**config.mk**
```make
export PLATFORM = sky130hd
export DESIGN_NAME = cpu_scoreboard_flat
export DESIGN_NICKNAME = d
export VERILOG_FILES = /design/src/rtl/cpu_scoreboard_pkg.sv /design/src/rtl/cpu_scoreboard_if.sv /design/src/rtl/cpu_scoreboard_bits.sv /design/src/rtl/cpu_scoreboard.sv /design/src/flat_wrapper.sv
export SDC_FILE = /design/constraint.sdc
export NUM_CORES = 1
export LEC_CHECK = 0
export ABC_AREA = 1
export CAP_MARGIN = 20
export CORE_MARGIN = 8
export CORE_UTILIZATION = 45
export CTS_BUF_LIST = sky130_fd_sc_hd__clkbuf_4 sky130_fd_sc_hd__clkbuf_8
export CTS_CLUSTER_DIAMETER = 60
export DETAILED_ROUTE_END_ITERATION = 6
export PLACE_DENSITY = 0.7
export SYNTH_ARGS = -nofsm -noshare
export SYNTH_HDL_FRONTEND = slang
export SYNTH_SLANG_ARGS = --single-unit
export TNS_END_PERCENT = 20
```
**constraint.sdc**
```tcl
create_clock -name i_clock -period 3.5 [get_ports i_clock]
set_clock_uncertainty 0.2 [all_clocks]
set_input_delay 0.7 -clock i_clock [delete_from_list [all_inputs] [get_ports i_clock]]
set_output_delay 0.7 -clock i_clock [all_outputs]
set_load 0.01 [all_outputs]
```
**src/rtl/cpu_scoreboard_pkg.sv**
```systemverilog
// Shared CPU definitions: register index width and scoreboard FSM states.
// Imported by the scoreboard as well as the forwarding and decode stages.
package cpu_scoreboard_pkg;

  localparam int REG_IDX_W = 6;

  typedef logic [REG_IDX_W-1:0] reg_idx_t;

  typedef enum logic [1:0] {
    RUN   = 2'd0,
    STALL = 2'd1,
    DRAIN = 2'd2
  } sb_state_e;

endpackage

```
**src/rtl/cpu_scoreboard_if.sv**
```systemverilog
// Decode/writeback <-> scoreboard signal bundle.
// Decode drives through master; the scoreboard takes the slave side.
interface cpu_scoreboard_if import cpu_scoreboard_pkg::*; ();

  logic        i_query_valid;
  reg_idx_t    i_rs1;
  reg_idx_t    i_rs2;
  reg_idx_t    i_rs3;
  logic        i_rs1_en;
  logic        i_rs2_en;
  logic        i_rs3_en;
  reg_idx_t    i_rd;
  logic        i_rd_en;
  logic        i_issue_long;
  logic        i_complete_valid;
  reg_idx_t    i_complete_rd;
  logic        i_flush;
  logic        i_fence;
  logic        o_stall;
  logic        o_busy;
  logic [31:0] o_stall_count;

  modport master (
    output i_query_valid, i_rs1, i_rs2, i_rs3, i_rs1_en, i_rs2_en, i_rs3_en,
           i_rd, i_rd_en, i_issue_long, i_complete_valid, i_complete_rd,
           i_flush, i_fence,
    input  o_stall, o_busy, o_stall_count
  );

  modport slave (
    input  i_query_valid, i_rs1, i_rs2, i_rs3, i_rs1_en, i_rs2_en, i_rs3_en,
           i_rd, i_rd_en, i_issue_long, i_complete_valid, i_complete_rd,
           i_flush, i_fence,
    output o_stall, o_busy, o_stall_count
  );

endinterface

```
**src/rtl/cpu_scoreboard_bits.sv**
```systemverilog
// Pending-register vector: per-register set/clear plus hazard lookup.
// Lookups see the vector after this cycle's completion is cleared, since
// forwarding supplies the writeback value in that same cycle.
module cpu_scoreboard_bits import cpu_scoreboard_pkg::*; #(
  parameter int NREGS = 64
) (
  input  logic     i_clock,
  input  logic     i_reset,
  input  logic     i_flush,
  input  logic     i_set_en,
  input  reg_idx_t i_set_rd,
  input  logic     i_clr_en,
  input  reg_idx_t i_clr_rd,
  input  logic     i_query_valid,
  input  reg_idx_t i_rs1,
  input  reg_idx_t i_rs2,
  input  reg_idx_t i_rs3,
  input  logic     i_rs1_en,
  input  logic     i_rs2_en,
  input  logic     i_rs3_en,
  input  reg_idx_t i_rd,
  input  logic     i_rd_en,
  output logic     o_hazard,
  output logic     o_busy,
  output logic     o_empty_next
);

  logic [NREGS-1:0] pending_q;
  logic [NREGS-1:0] pending_d;
  logic [NREGS-1:0] clr_mask;
  logic [NREGS-1:0] set_mask;
  logic [NREGS-1:0] pending_byp;

  // Build set/clear masks, the bypassed view, the hazard and the next vector.
  always_comb begin
    clr_mask = '0;
    set_mask = '0;
    if (i_clr_en)                   clr_mask[i_clr_rd] = 1'b1;
    if (i_set_en && i_set_rd != '0) set_mask[i_set_rd] = 1'b1;
    pending_byp = pending_q & ~clr_mask;
    o_hazard = i_query_valid &&
               ((i_rs1_en && pending_byp[i_rs1]) ||
                (i_rs2_en && pending_byp[i_rs2]) ||
                (i_rs3_en && pending_byp[i_rs3]) ||
                (i_rd_en  && pending_byp[i_rd]));
    if (i_flush) pending_d = '0;
    else         pending_d = pending_byp | set_mask;
    pending_d[0] = 1'b0;
  end

  assign o_busy       = |pending_q;
  assign o_empty_next = ~|pending_d;

  // Pending vector register; reset drops every in-flight entry.
  always_ff @(posedge i_clock or posedge i_reset) begin
    if (i_reset) pending_q <= '0;
    else         pending_q <= pending_d;
  end

endmodule

```
**src/rtl/cpu_scoreboard.sv**
```systemverilog
// Register scoreboard for long-latency ops: stalls decode on RAW/WAW hazards
// and drains all in-flight long ops before a fence proceeds.
module cpu_scoreboard import cpu_scoreboard_pkg::*; #(
  parameter int NREGS = 64
) (
  input  logic           i_clock,
  input  logic           i_reset,
  cpu_scoreboard_if.slave sb
);

  sb_state_e   state_q;
  sb_state_e   state_d;
  logic [31:0] stall_count_q;
  logic [31:0] stall_count_d;
  logic        hazard;
  logic        busy;
  logic        empty_next;
  logic        stall;
  logic        issue;

  assign stall = hazard || (state_q == DRAIN);
  assign issue = sb.i_query_valid && !stall && sb.i_rd_en && sb.i_issue_long;

  cpu_scoreboard_bits #(.NREGS(NREGS)) u_bits (
    .i_clock       (i_clock),
    .i_reset       (i_reset),
    .i_flush       (sb.i_flush),
    .i_set_en      (issue),
    .i_set_rd      (sb.i_rd),
    .i_clr_en      (sb.i_complete_valid),
    .i_clr_rd      (sb.i_complete_rd),
    .i_query_valid (sb.i_query_valid),
    .i_rs1         (sb.i_rs1),
    .i_rs2         (sb.i_rs2),
    .i_rs3         (sb.i_rs3),
    .i_rs1_en      (sb.i_rs1_en),
    .i_rs2_en      (sb.i_rs2_en),
    .i_rs3_en      (sb.i_rs3_en),
    .i_rd          (sb.i_rd),
    .i_rd_en       (sb.i_rd_en),
    .o_hazard      (hazard),
    .o_busy        (busy),
    .o_empty_next  (empty_next)
  );

  // Next FSM state and saturating stall counter; flush forces RUN.
  always_comb begin
    state_d       = state_q;
    stall_count_d = stall_count_q;
    unique case (state_q)
      RUN: begin
        if (sb.i_fence && busy) state_d = DRAIN;
        else if (hazard)        state_d = STALL;
      end
      STALL: begin
        if (sb.i_fence && busy) state_d = DRAIN;
        else if (!hazard)       state_d = RUN;
      end
      DRAIN: begin
        if (empty_next) state_d = RUN;
      end
      default: state_d = RUN;
    endcase
    if (sb.i_flush) state_d = RUN;
    if (stall && stall_count_q != 32'hFFFF_FFFF) stall_count_d = stall_count_q + 32'd1;
  end

  // FSM state and stall counter registers.
  always_ff @(posedge i_clock or posedge i_reset) begin
    if (i_reset) begin
      state_q       <= RUN;
      stall_count_q <= '0;
    end else begin
      state_q       <= state_d;
      stall_count_q <= stall_count_d;
    end
  end

  assign sb.o_stall       = stall;
  assign sb.o_busy        = busy;
  assign sb.o_stall_count = stall_count_q;

endmodule
```
**src/flat_wrapper.sv**
```systemverilog
// flat-port wrapper written by rule: the top's interface ports become plain ports
module cpu_scoreboard_flat import cpu_scoreboard_pkg::*;
#(
  parameter int NREGS = 64
)
  (i_clock, i_reset, sb_i_query_valid, sb_i_rs1, sb_i_rs2, sb_i_rs3, sb_i_rs1_en, sb_i_rs2_en, sb_i_rs3_en, sb_i_rd, sb_i_rd_en, sb_i_issue_long, sb_i_complete_valid, sb_i_complete_rd, sb_i_flush, sb_i_fence, sb_o_stall, sb_o_busy, sb_o_stall_count);
  cpu_scoreboard_if sb_i ();
  input  logic i_clock;
  input  logic i_reset;
  input wire logic [$bits(sb_i.i_query_valid)-1:0] sb_i_query_valid;
  input wire logic [$bits(sb_i.i_rs1)-1:0] sb_i_rs1;
  input wire logic [$bits(sb_i.i_rs2)-1:0] sb_i_rs2;
  input wire logic [$bits(sb_i.i_rs3)-1:0] sb_i_rs3;
  input wire logic [$bits(sb_i.i_rs1_en)-1:0] sb_i_rs1_en;
  input wire logic [$bits(sb_i.i_rs2_en)-1:0] sb_i_rs2_en;
  input wire logic [$bits(sb_i.i_rs3_en)-1:0] sb_i_rs3_en;
  input wire logic [$bits(sb_i.i_rd)-1:0] sb_i_rd;
  input wire logic [$bits(sb_i.i_rd_en)-1:0] sb_i_rd_en;
  input wire logic [$bits(sb_i.i_issue_long)-1:0] sb_i_issue_long;
  input wire logic [$bits(sb_i.i_complete_valid)-1:0] sb_i_complete_valid;
  input wire logic [$bits(sb_i.i_complete_rd)-1:0] sb_i_complete_rd;
  input wire logic [$bits(sb_i.i_flush)-1:0] sb_i_flush;
  input wire logic [$bits(sb_i.i_fence)-1:0] sb_i_fence;
  output wire logic [$bits(sb_i.o_stall)-1:0] sb_o_stall;
  output wire logic [$bits(sb_i.o_busy)-1:0] sb_o_busy;
  output wire logic [$bits(sb_i.o_stall_count)-1:0] sb_o_stall_count;
  assign sb_i.i_query_valid = sb_i_query_valid;
  assign sb_i.i_rs1 = sb_i_rs1;
  assign sb_i.i_rs2 = sb_i_rs2;
  assign sb_i.i_rs3 = sb_i_rs3;
  assign sb_i.i_rs1_en = sb_i_rs1_en;
  assign sb_i.i_rs2_en = sb_i_rs2_en;
  assign sb_i.i_rs3_en = sb_i_rs3_en;
  assign sb_i.i_rd = sb_i_rd;
  assign sb_i.i_rd_en = sb_i_rd_en;
  assign sb_i.i_issue_long = sb_i_issue_long;
  assign sb_i.i_complete_valid = sb_i_complete_valid;
  assign sb_i.i_complete_rd = sb_i_complete_rd;
  assign sb_i.i_flush = sb_i_flush;
  assign sb_i.i_fence = sb_i_fence;
  assign sb_o_stall = sb_i.o_stall;
  assign sb_o_busy = sb_i.o_busy;
  assign sb_o_stall_count = sb_i.o_stall_count;
  cpu_scoreboard #(.NREGS(NREGS)) u_core (.i_clock(i_clock), .i_reset(i_reset), .sb(sb_i));
endmodule
```
==> impl_metrics.tcl, run 1 <==
set metrics [dict create \
    area_growth_syn_to_layout_pct 53.9 \
    gp_congestion 1.05 \
    cpMaxStageDelayCell "o21ai_4" \
    rsz0062_at_grt "yes" \
    cts_made_buffers 9 \
    max_freq_mhz 269 \
    cap_violations 0 \
    cp_data_required_time_ps 2600 \
    worst_pin_slew_ps 677 \
    status "finished, violations left" \
    r2r-start "u_core.u_bits.pending_q[62]$_DFF_PP0_" \
    maxSlewHeadroom_pct 54.8 \
    die-area_um2 23800 \
    n_antenna_cell 0 \
    period_minus_slack_ps 3720 \
    floorplan.initialDensity_pct 45.9 \
    vias_per_cell 6.14 \
    crit_type "in -> out" \
    wirelength_um 41300 \
    drc_errors 11 \
    power_density_nw_per_um2 221 \
    setup_slack_ps -221 \
    die_y_um 154 \
    synth_edf_count 0 \
    whs_ps 256 \
    grt.overflow.total 0 \
    most-common-layout-cells "nand3_1, buf_4, nand2_1" \
    setup_viol 2 \
    wl_per_cell_um 21.0 \
    final_common_cell "nand3_1" \
    synth_cells 1427 \
    antenna_found_initial 0 \
    placed_cells 1916 \
    dp_hpwl_um 28700 \
    p_leak_uw 0.00588 \
    clk_path_buf_depth 2 \
    cp_data_arrival_time_ps 2820 \
    hold_buffers 0 \
    h-tree-depth 3 \
    ir_drop_uv 221 \
    syn_area_per_cell_um2 6.03 \
    synth_cell_types 27 \
    nFillCells 1549 \
    hold_viol 0 \
    cts_root_buffer "clkbuf_8" \
    crit_top_cell "nand3_1" \
    violations "DRC, setup timing" \
    critPathLaunchType "input pin" \
    netlist_area_um2 8610 \
    ios 75 \
    min_from "u_core.state_q[1]$_DFFE_PP0P_" \
    async_flop_share_pct 100 \
    period_share_pct 106 \
    io_buffer_count 74 \
    synthFlopType "dfrtp_1" \
    first_pass_iters 7 \
    stdcell_count 1967 \
    ant_nets 0 \
    nets 1770 \
    ys_warn_count 0 \
    final_area_um2 13300 \
    num_rows 50 \
    worstSetupEndpointType "output port" \
    cts_tree "built" \
    grt_max_degree 62 \
    cts_sinks 97 \
    startpoint "sb_i_complete_rd[4]" \
    synth-seq-cells 97 \
    crit_chain "buf_8 > buf_6 > nand2_4 > buf_6 > nor2_4 > buf_12 > buf_12 > nand3_4 > nand3_1 > nand3_1 > nand3_1 > nand3_1 > nand3_2 > nand3_2 > nand3_1 > nand2_2 > o21ai_4 > nand2_2 > buf_6" \
    drive_gt1_share_pct 28.8 \
    grt_util_all_layers_pct 33.0 \
    yosysSeqAreaShare_pct 28.2 \
    clk-insertion-delay-late_ps 400 \
    grt_pass1_wl_um 62400 \
    via_count 12100 \
    synth_nets 1469 \
    grt_pass1_vias 11200 \
    utilization_pct 70.6 \
    final-max-slew-violation-count 0 \
    worst_path_largest_cell_delay_ps 280 \
    power_uw 2920 \
    ff_latch_area_um2 2430 \
    multi_input_area_um2 6010 \
    drt_iter0_markers 2273 \
    holdCritPathClass "reg -> reg" \
    coreArea_um2 18800 \
    cp_max_fo 7 \
    dpl-instance-area_um2 11600 \
    die_w_um 154 \
    clkTransAtPathRegs_ps 110 \
]
-- routing by layer --
| layer | share of wire (%) | up-vias | GRT usage (%) | wire length, um |
|---|---|---|---|---|
| met5 | 0 | - | 0 | 0 |
| met4 | 6.1 | 0 | 17.2 | 2510 |
| met3 | 14 | 225 | 8.08 | 5620 |
| met2 | 42 | 946 | 48.6 | 17300 |
| met1 | 38 | 5491 | 43.9 | 15900 |
| li1 | - | 5409 | - | - |
-- cell usage after synthesis (2+ instances only) --
cell	n	area share (%)
nor3_1	19	1.1
inv_2	2	0.087
inv_1	189	8.2
o21ai_0	11	0.64
nor4_1	10	0.73
buf_4	4	0.35
xor2_1	23	2.3
nand2_1	225	9.8
o21ai_1	5	0.29
nor2_2	7	0.51
buf_6	2	0.26
clkbuf_1	42	1.8
buf_1	18	0.78
dfrtp_1	97	28
buf_2	17	0.99
o22ai_1	28	2.0
nand3_1	367	21
nand4_1	73	5.3
nor2_1	159	6.9
xnor2_1	8	0.81
a21oi_1	115	6.7
-- registers in the layout, summed over array words and instances, names as in the netlist --
register,count
u_core.sb.o_stall_count,32
u_core.state_q,2
u_core.u_bits.pending_q,63
-- stage by stage --
stage	TNS (ps)	setup slack, ps
after floorplan	0	66.3
after global placement	-66850	-1330
after detailed placement	-68940	-1320
after CTS	-102	-81.6
after global routing	-789	-292
final	-355	-221
-- cell type report --
| cell class | count | share of cell area [%] |
|---|---|---|
| multi-input cells | 1056 | 45.3 |
| repair buffers | 373 | 27.1 |
| flip-flops and latches | 97 | 18.3 |
| inverters | 191 | 5.64 |
| well taps | 234 | 2.21 |
| clock buffers | 10 | 0.992 |
| clock inverters | 6 | 0.444 |
-- worst max-delay path: cells and delay by family --
family,cells,cell delay (ps)
buf+inv,6,770
simple gates,12,1060
compound gates,1,280
-- logic make-up (layout without fill, tap and decap cells) --
group | after synthesis | after routing | synth area share (%)
DFF | 97 | 97 | 28.2
adders and majority gates | 1 | 1 | 0.145
xor gates and xnor gates | 31 | 31 | 3.15
AOI/OAI and AO/OA | 162 | 162 | 10.0
and+or+nand+nor | 862 | 862 | 45.9
buffers and inverters | 274 | 580 | 12.5
-- timing repair --
action / 4_1_cts / 5_1_grt
cloned: 6 / 1
endpoints found under the setup margin: 97 / 16
gates resized for setup: 253 / 82
pin swaps: 69 / 56
buffers inserted: 20 / 10
-- path summary, 6_finish.rpt --
check	to	slack, ps	depth (start not counted)
setup / recovery	sb_o_stall	-220	19
hold / removal	u_core.state_q[0]$_DFFE_PP0P_	260	1
setup reg to reg	u_core.state_q[1]$_DFFE_PP0P_	160	23
hold reg to reg	u_core.state_q[0]$_DFFE_PP0P_	260	1
max in group asynchronous	u_core.u_bits.pending_q[11]$_DFF_PP0_	1890	3
min in group asynchronous	u_core.u_bits.pending_q[63]$_DFF_PP0_	430	2
-- report_power, final --
part | leakage [uW] | internal, uW | switching [uW] | total [uW]
registers | 0.00133 | 1160 | 42.1 | 1200
logic | 0.00446 | 420 | 562 | 982
clock network | 0.0000963 | 285 | 454 | 740
Note: power is estimated with default switching activity, not from simulation.
==> inputs of run 2 (changes only) <==
--- a/config.mk
+++ b/config.mk
@@ -5,14 +5,15 @@
 export SDC_FILE = /design/constraint.sdc
 export NUM_CORES = 1
 export LEC_CHECK = 0
-export ABC_AREA = 1
+export ABC_AREA = 0
 export CAP_MARGIN = 20
+export CORE_ASPECT_RATIO = 0.9
 export CORE_MARGIN = 8
 export CORE_UTILIZATION = 45
 export CTS_BUF_LIST = sky130_fd_sc_hd__clkbuf_4 sky130_fd_sc_hd__clkbuf_8
 export CTS_CLUSTER_DIAMETER = 60
 export DETAILED_ROUTE_END_ITERATION = 6
-export PLACE_DENSITY = 0.7
+export PLACE_DENSITY = 0.71
 export SYNTH_ARGS = -nofsm -noshare
 export SYNTH_HDL_FRONTEND = slang
 export SYNTH_SLANG_ARGS = --single-unit
==> impl_metrics.tcl, run 2 <==
set metrics [dict create \
    yosys.area_share.xor_xnor_pct 3.87 \
    clkTransAtPathRegs_ps 130 \
    violations "setup timing" \
    reg2regPathDepth 18 \
    top_register "u_core.u_bits.pending_q" \
    largest_reg_flops 63 \
    wl_per_cell_um 28.4 \
    maxSlewHeadroom_pct 53.8 \
    hold_depth 1 \
    hold_viol 0 \
    whs_ps 279 \
    synth_most_common_cell "dfrtp_1" \
    drt_iter0_markers 1420 \
    grt_pass1_wl_um 62500 \
    synth_top_area_share_pct 31.5 \
    cts_made_buffers 9 \
    floorplan.initialDensity_pct 45.7 \
    synth_compound_gate_area_share_pct 26.7 \
    min_from "u_core.state_q[1]$_DFFE_PP0P_" \
    first_pass_iters 6 \
    ios 75 \
    synth-seq-cells 97 \
    grt_util_all_layers_pct 38.5 \
    hold_end "u_core.state_q[0]$_DFFE_PP0P_" \
    synth_cells 904 \
    drive_gt1_share_pct 43.6 \
    drc_errors 0 \
    r2r_setup_slack_ps -490 \
    r2r-start "u_core.u_bits.pending_q[15]$_DFF_PP0_" \
    gp_congestion 1.08 \
    post-place-ws_ps -1790 \
    clk_path_buf_depth 2 \
    synthSimpleGateAreaFrac_pct 25.9 \
    vias_per_cell 6.90 \
    grt_max_degree 54 \
    synth_top_family_by_area "compound AO/OA/AOI/OAI gates" \
    netlist_area_um2 7700 \
    synth_area_leader_cell "dfrtp_1" \
    muxShareOfSynthArea_pct 7.03 \
    nets 1365 \
    cts_tree "built" \
    cp_data_required_time_ps 3640 \
    die_w_um 154 \
    synth_cell_types 85 \
    h-tree-depth 3 \
    nFillCells 1257 \
    grt.overflow.total 0 \
    clk-insertion-delay-late_ps 400 \
    power_density_nw_per_um2 238 \
    yosysSeqAreaShare_pct 31.5 \
    holdCritPathClass "reg -> reg" \
    status "finished, violations left" \
    p_leak_uw 0.00534 \
    dp_hpwl_um 32800 \
    antenna_found_initial 0 \
    ir_drop_uv 390 \
    placed_cells 1485 \
    async_flop_share_pct 100 \
    synth.top_cells.by_count "dfrtp_1, nand2_1, nor2_1" \
    cts_sinks 97 \
    stdcell_count 1539 \
    ant_nets 0 \
    area_growth_syn_to_layout_pct 63.0 \
    num_rows 45 \
    die-area_um2 21600 \
    final-max-slew-violation-count 0 \
    wirelength_um 43700 \
    crit_type "in -> reg" \
    ys_warn_count 0 \
    die_y_um 140 \
    synth_nets 946 \
    setup_slack_ps -809 \
    period_minus_slack_ps 4310 \
    n_antenna_cell 0 \
    most-common-layout-cells "buf_4, dfrtp_1, clkdlybuf4s50_1" \
    rsz0062_at_grt "yes" \
    utilization_pct 74.6 \
    cp_data_arrival_time_ps 4450 \
    cp_max_fo 11 \
    synth.top_cells.by_area "dfrtp_1, mux4_2, xnor2_1, nand2_1, nor2_1" \
    synth_fa_ha_area_share_pct 0.162 \
    io_buffer_count 74 \
    reg2reg_to "u_core.sb.o_stall_count[18]$_DFFE_PP0P_" \
    syn_area_per_cell_um2 8.52 \
    max_freq_mhz 232 \
    synthFlopType "dfrtp_1" \
    coreArea_um2 16800 \
    synth_edf_count 0 \
    via_count 10600 \
    period_share_pct 123 \
    grt_pass1_vias 9888 \
    cap_violations 0 \
    final_common_cell "buf_4" \
    power_uw 2980 \
    cts_root_buffer "clkbuf_8" \
    critPathLaunchType "input pin" \
    worstSetupEndpointType "register" \
    setup_viol 98 \
    worst_pin_slew_ps 693 \
]
## run 2: changes by cell type after synthesis, moves of 20 or more
cell,change
nand3_1,-327
nand2b_1,+21
nor2_1,-99
xnor2_1,+23
nand2_1,-157
nand4_1,-39
a21oi_1,-84
inv_1,-173
xor2_1,-20
o21ai_0,+32
nor4_1,+23
## run 2: worst max path at each step
stage	startpoint	endpoint	slack, ps	cells after the start
floorplan	sb_i_complete_rd[4]	u_core.state_q[1]$_DFFE_PP0P_	-350	15
global placement	sb_i_complete_rd[1]	sb_o_stall	-1710	12
detailed placement	sb_i_complete_rd[4]	u_core.sb.o_stall_count[12]$_DFFE_PP0P_	-1790	17
CTS	sb_i_complete_rd[5]	sb_o_stall	-750	13
global route	sb_i_complete_rd[1]	u_core.state_q[1]$_DFFE_PP0P_	-830	19
finish	sb_i_complete_rd[1]	u_core.state_q[1]$_DFFE_PP0P_	-810	17
## run 2: per-layer routing
layer	vias to the layer above	GRT usage (%)	routed length [um]
met1	5057	50.1	16400
met2	952	56.0	18400
li1	4414	-	-
met5	-	0	0
met4	0	20.4	2710
met3	202	12.4	6210
## run 2: cell type report
cell class | count | area [um2] | share of cell area [%]
flip-flops and latches | 97 | 2430 | 19.4
clock buffers | 9 | 124 | 0.987
multi-input cells | 722 | 5590 | 44.5
clock inverters | 7 | 91.3 | 0.727
well taps | 211 | 264 | 2.10
repair buffers | 475 | 3990 | 31.8
inverters | 18 | 70.1 | 0.558
## run 2: metrics by stage
stage	setup TNS (ps)	cell area (um2)
6_report	-49160	12600
5_1_grt	-52490	12600
4_1_cts	-36620	12100
3_5_place_dp	-140150	11300
3_3_place_gp	-135620	11300
2_1_floorplan	-19920	7830
## run 2: power breakdown
part / switching (uW) / internal (uW)
sequential: 64.2 / 1160
combinational: 510 / 465
clock: 495 / 289
total: 1070 / 1910
## run 2: kinds of logic after synthesis
kind of cell | Yosys count
adder cells (fa/ha/maj) | 1
AO/OA/AOI/OAI | 288
AND/OR/NAND/NOR | 363
buffers and inverters | 86
flip-flops | 97
XOR/XNOR | 34
multiplexers | 35
## run 2: what timing repair did
item                                    CTS  global route
pin swaps                                32            49
setup buffers                            19            16
cloned                                    4             0
endpoints found under the hold margin     0             0
hold buffers                              0             0
endpoints found under the setup margin   99            99
resized for setup                       129            79
## run 2: worst max-delay path: stages
cell      delay, ps
buf_6           110
buf_6           110
or4b_4          640
o21ai_4         200
buf_6           150
nor2_1           40
o22ai_1         140
nor4_1           70
or4_4           540
nor3_4          280
buf_4           220
nand4_2         130
buf_4           220
or3_1           340
a21oi_2         260
a2111o_1        160
o31a_1          120
==> inputs of run 3 (changes only) <==
--- a/config.mk
+++ b/config.mk
@@ -13,7 +13,8 @@
 export CTS_BUF_LIST = sky130_fd_sc_hd__clkbuf_4 sky130_fd_sc_hd__clkbuf_8
 export CTS_CLUSTER_DIAMETER = 60
 export DETAILED_ROUTE_END_ITERATION = 6
-export PLACE_DENSITY = 0.71
+export DONT_BUFFER_PORTS = 1
+export PLACE_DENSITY = 0.65
 export SYNTH_ARGS = -nofsm -noshare
 export SYNTH_HDL_FRONTEND = slang
 export SYNTH_SLANG_ARGS = --single-unit
==> impl_metrics.tcl, run 3 (synthesis results as in run 2) <==
set metrics [dict create \
    rsz0062_at_grt "yes" \
    clkTransAtPathRegs_ps 110 \
    p_sw_share_pct 33.8 \
    p_leak_uw 0.00465 \
    comb_power_share_pct 25.8 \
    die-area_um2 21600 \
    coreArea_um2 16800 \
    worst_pin_slew_ps 797 \
    cp_top_family "simple AND/OR/NAND/NOR gates" \
    vias_per_cell 7.05 \
    via_count 9711 \
    critPathLaunchType "input pin" \
    largest_reg_flops 63 \
    cts_sinks 97 \
    floorplan.initialDensity_pct 45.7 \
    crit_chain "or4b_4 > o21ai_4 > mux2i_1 > a32oi_1 > a21oi_2 > or4_4 > nor3_4 > buf_6 > a31o_4 > nand2_4" \
    antenna_found_initial 0 \
    grt.overflow.total 0 \
    clk-insertion-delay-late_ps 410 \
    die_y_um 140 \
    cts_tree "built" \
    violations "setup timing" \
    top_register "u_core.u_bits.pending_q" \
    grt_util_all_layers_pct 36.7 \
    power_density_nw_per_um2 237 \
    max_freq_mhz 240 \
    worstSetupEndpointType "output port" \
    netSwitchingPower_uw 910 \
    wirelength_um 41100 \
    p_int_uw 1780 \
    pwr-share-clk_pct 29.1 \
    status "finished, violations left" \
    worst_path_largest_cell_delay_ps 590 \
    holdCritPathClass "in -> async" \
    ant_nets 0 \
    grt_pass1_vias 9279 \
    clk_path_buf_depth 2 \
    drc_errors 0 \
    seq_power_share_pct 45.1 \
    n_antenna_cell 0 \
    power_uw 2690 \
    final_area_um2 11300 \
    final-max-slew-violation-count 0 \
    wl_per_cell_um 29.9 \
    cts_made_buffers 9 \
    first_pass_iters 6 \
    nFillCells 1386 \
    h-tree-depth 3 \
    cp_data_arrival_time_ps 3260 \
    crit_type "in -> out" \
    cap_violations 0 \
    area_growth_syn_to_layout_pct 47.1 \
    grt_max_degree 74 \
    io_buffer_count 0 \
    dpl-instance-area_um2 9980 \
    ff_latch_area_um2 2430 \
    setup_viol 97 \
    drive_gt1_share_pct 42.9 \
    multi_input_area_um2 5720 \
    ios 75 \
    cts_root_buffer "clkbuf_8" \
    die_w_um 154 \
    maxSlewHeadroom_pct 46.4 \
    setup_slack_ps -661 \
    drt_iter0_markers 1301 \
    gp_congestion 1.05 \
    dp_hpwl_um 31700 \
    cp_data_required_time_ps 2600 \
    hold_viol 0 \
    final_common_cell "buf_4" \
    num_rows 45 \
    cpMaxStageDelayCell "or4b_4" \
    most-common-layout-cells "buf_4, dfrtp_1, nor2_1" \
    utilization_pct 67.3 \
    grt_pass1_wl_um 59600 \
    hold_buffers 0 \
    nets 1204 \
    post-place-ws_ps -1140 \
    period_share_pct 119 \
    reg2regPathDepth 16 \
    cp_max_fo 14 \
    cp_num_buf_inv 1 \
    fin_setup_tns_ps -39260 \
    path_depth 10 \
    period_minus_slack_ps 4160 \
    ir_drop_uv 286 \
]
run 3: cell types whose count changed in the layout (fill, tap and decap cells not counted), sizes merged:
cell / delta
buf: -96
clkbuf: -1
clkdlybuf4s15: -1
clkdlybuf4s50: -60
dlygate4sd2: -2
or3b: -1
run 3: what timing repair did:
action                     4_1_cts  5_1_grt
buffers inserted                22       13
cloned                           1        1
setup endpoints to repair       95       96
pin swaps                       40       27
gates resized for setup         83       77
run 3: power groups by stage:
stage                     Clock (uW)  Combinational, uW  Sequential, uW
after floorplan                    0                370            1240
after detailed placement           0                548            1230
final                            783                695            1210
after global placement             0                547            1230
after CTS                        785                616            1210
after global routing             823                732            1220
run 3: cell type report:
| class | instances | share of cell area (%) |
|---|---|---|
| multi-input combinational | 721 | 50.5 |
| clock buffer | 9 | 1.09 |
| timing repair buffer | 315 | 23.2 |
| sequential | 97 | 21.4 |
| clock inverter | 7 | 0.828 |
| inverter | 18 | 0.619 |
| tap | 211 | 2.33 |
run 3: per-layer routing:
metal	GRT usage (%)	routed length [um]	up-vias
li1	-	-	4074
met1	49.5	16300	4680
met2	51.0	16700	798
met3	12.2	5750	159
met4	19.8	2400	0
met5	0	0	-
run 3: per-stage QoR:
step                      hold slack, ps  cells
final                               36.3   1378
after global routing                67.7   1378
after CTS                           39.2   1365
after detailed placement             304   1327
after global placement               288   1327
after floorplan                      233    904
run 3: worst paths after layout:
check / slack [ps] / to / startpoint
max reg2reg: -320 / u_core.sb.o_stall_count[29]$_DFFE_PP0P_ / u_core.u_bits.pending_q[11]$_DFF_PP0_
max: -660 / sb_o_stall / sb_i_complete_rd[0]
min in group i_clock: 140 / u_core.u_bits.pending_q[3]$_DFF_PP0_ / sb_i_flush
max in group asynchronous: 2260 / u_core.u_bits.pending_q[26]$_DFF_PP0_ / i_reset
min: 40 / u_core.u_bits.pending_q[47]$_DFF_PP0_ / i_reset
min reg2reg: 330 / u_core.state_q[0]$_DFFE_PP0P_ / u_core.state_q[1]$_DFFE_PP0P_
run 3: worst register-to-register path, cell delays in order (launching register included):
cell      delay (ps)
dfrtp_1          570
o21ai_0          300
buf_4            220
a222oi_1         300
a31oi_1          170
nor4_1           210
buf_4            180
a31oi_4          100
a31o_4           270
buf_4            140
buf_6            100
a21o_1           180
buf_6            140
nor2_4           260
buf_4            180
nand3_2           60
xnor2_1          130
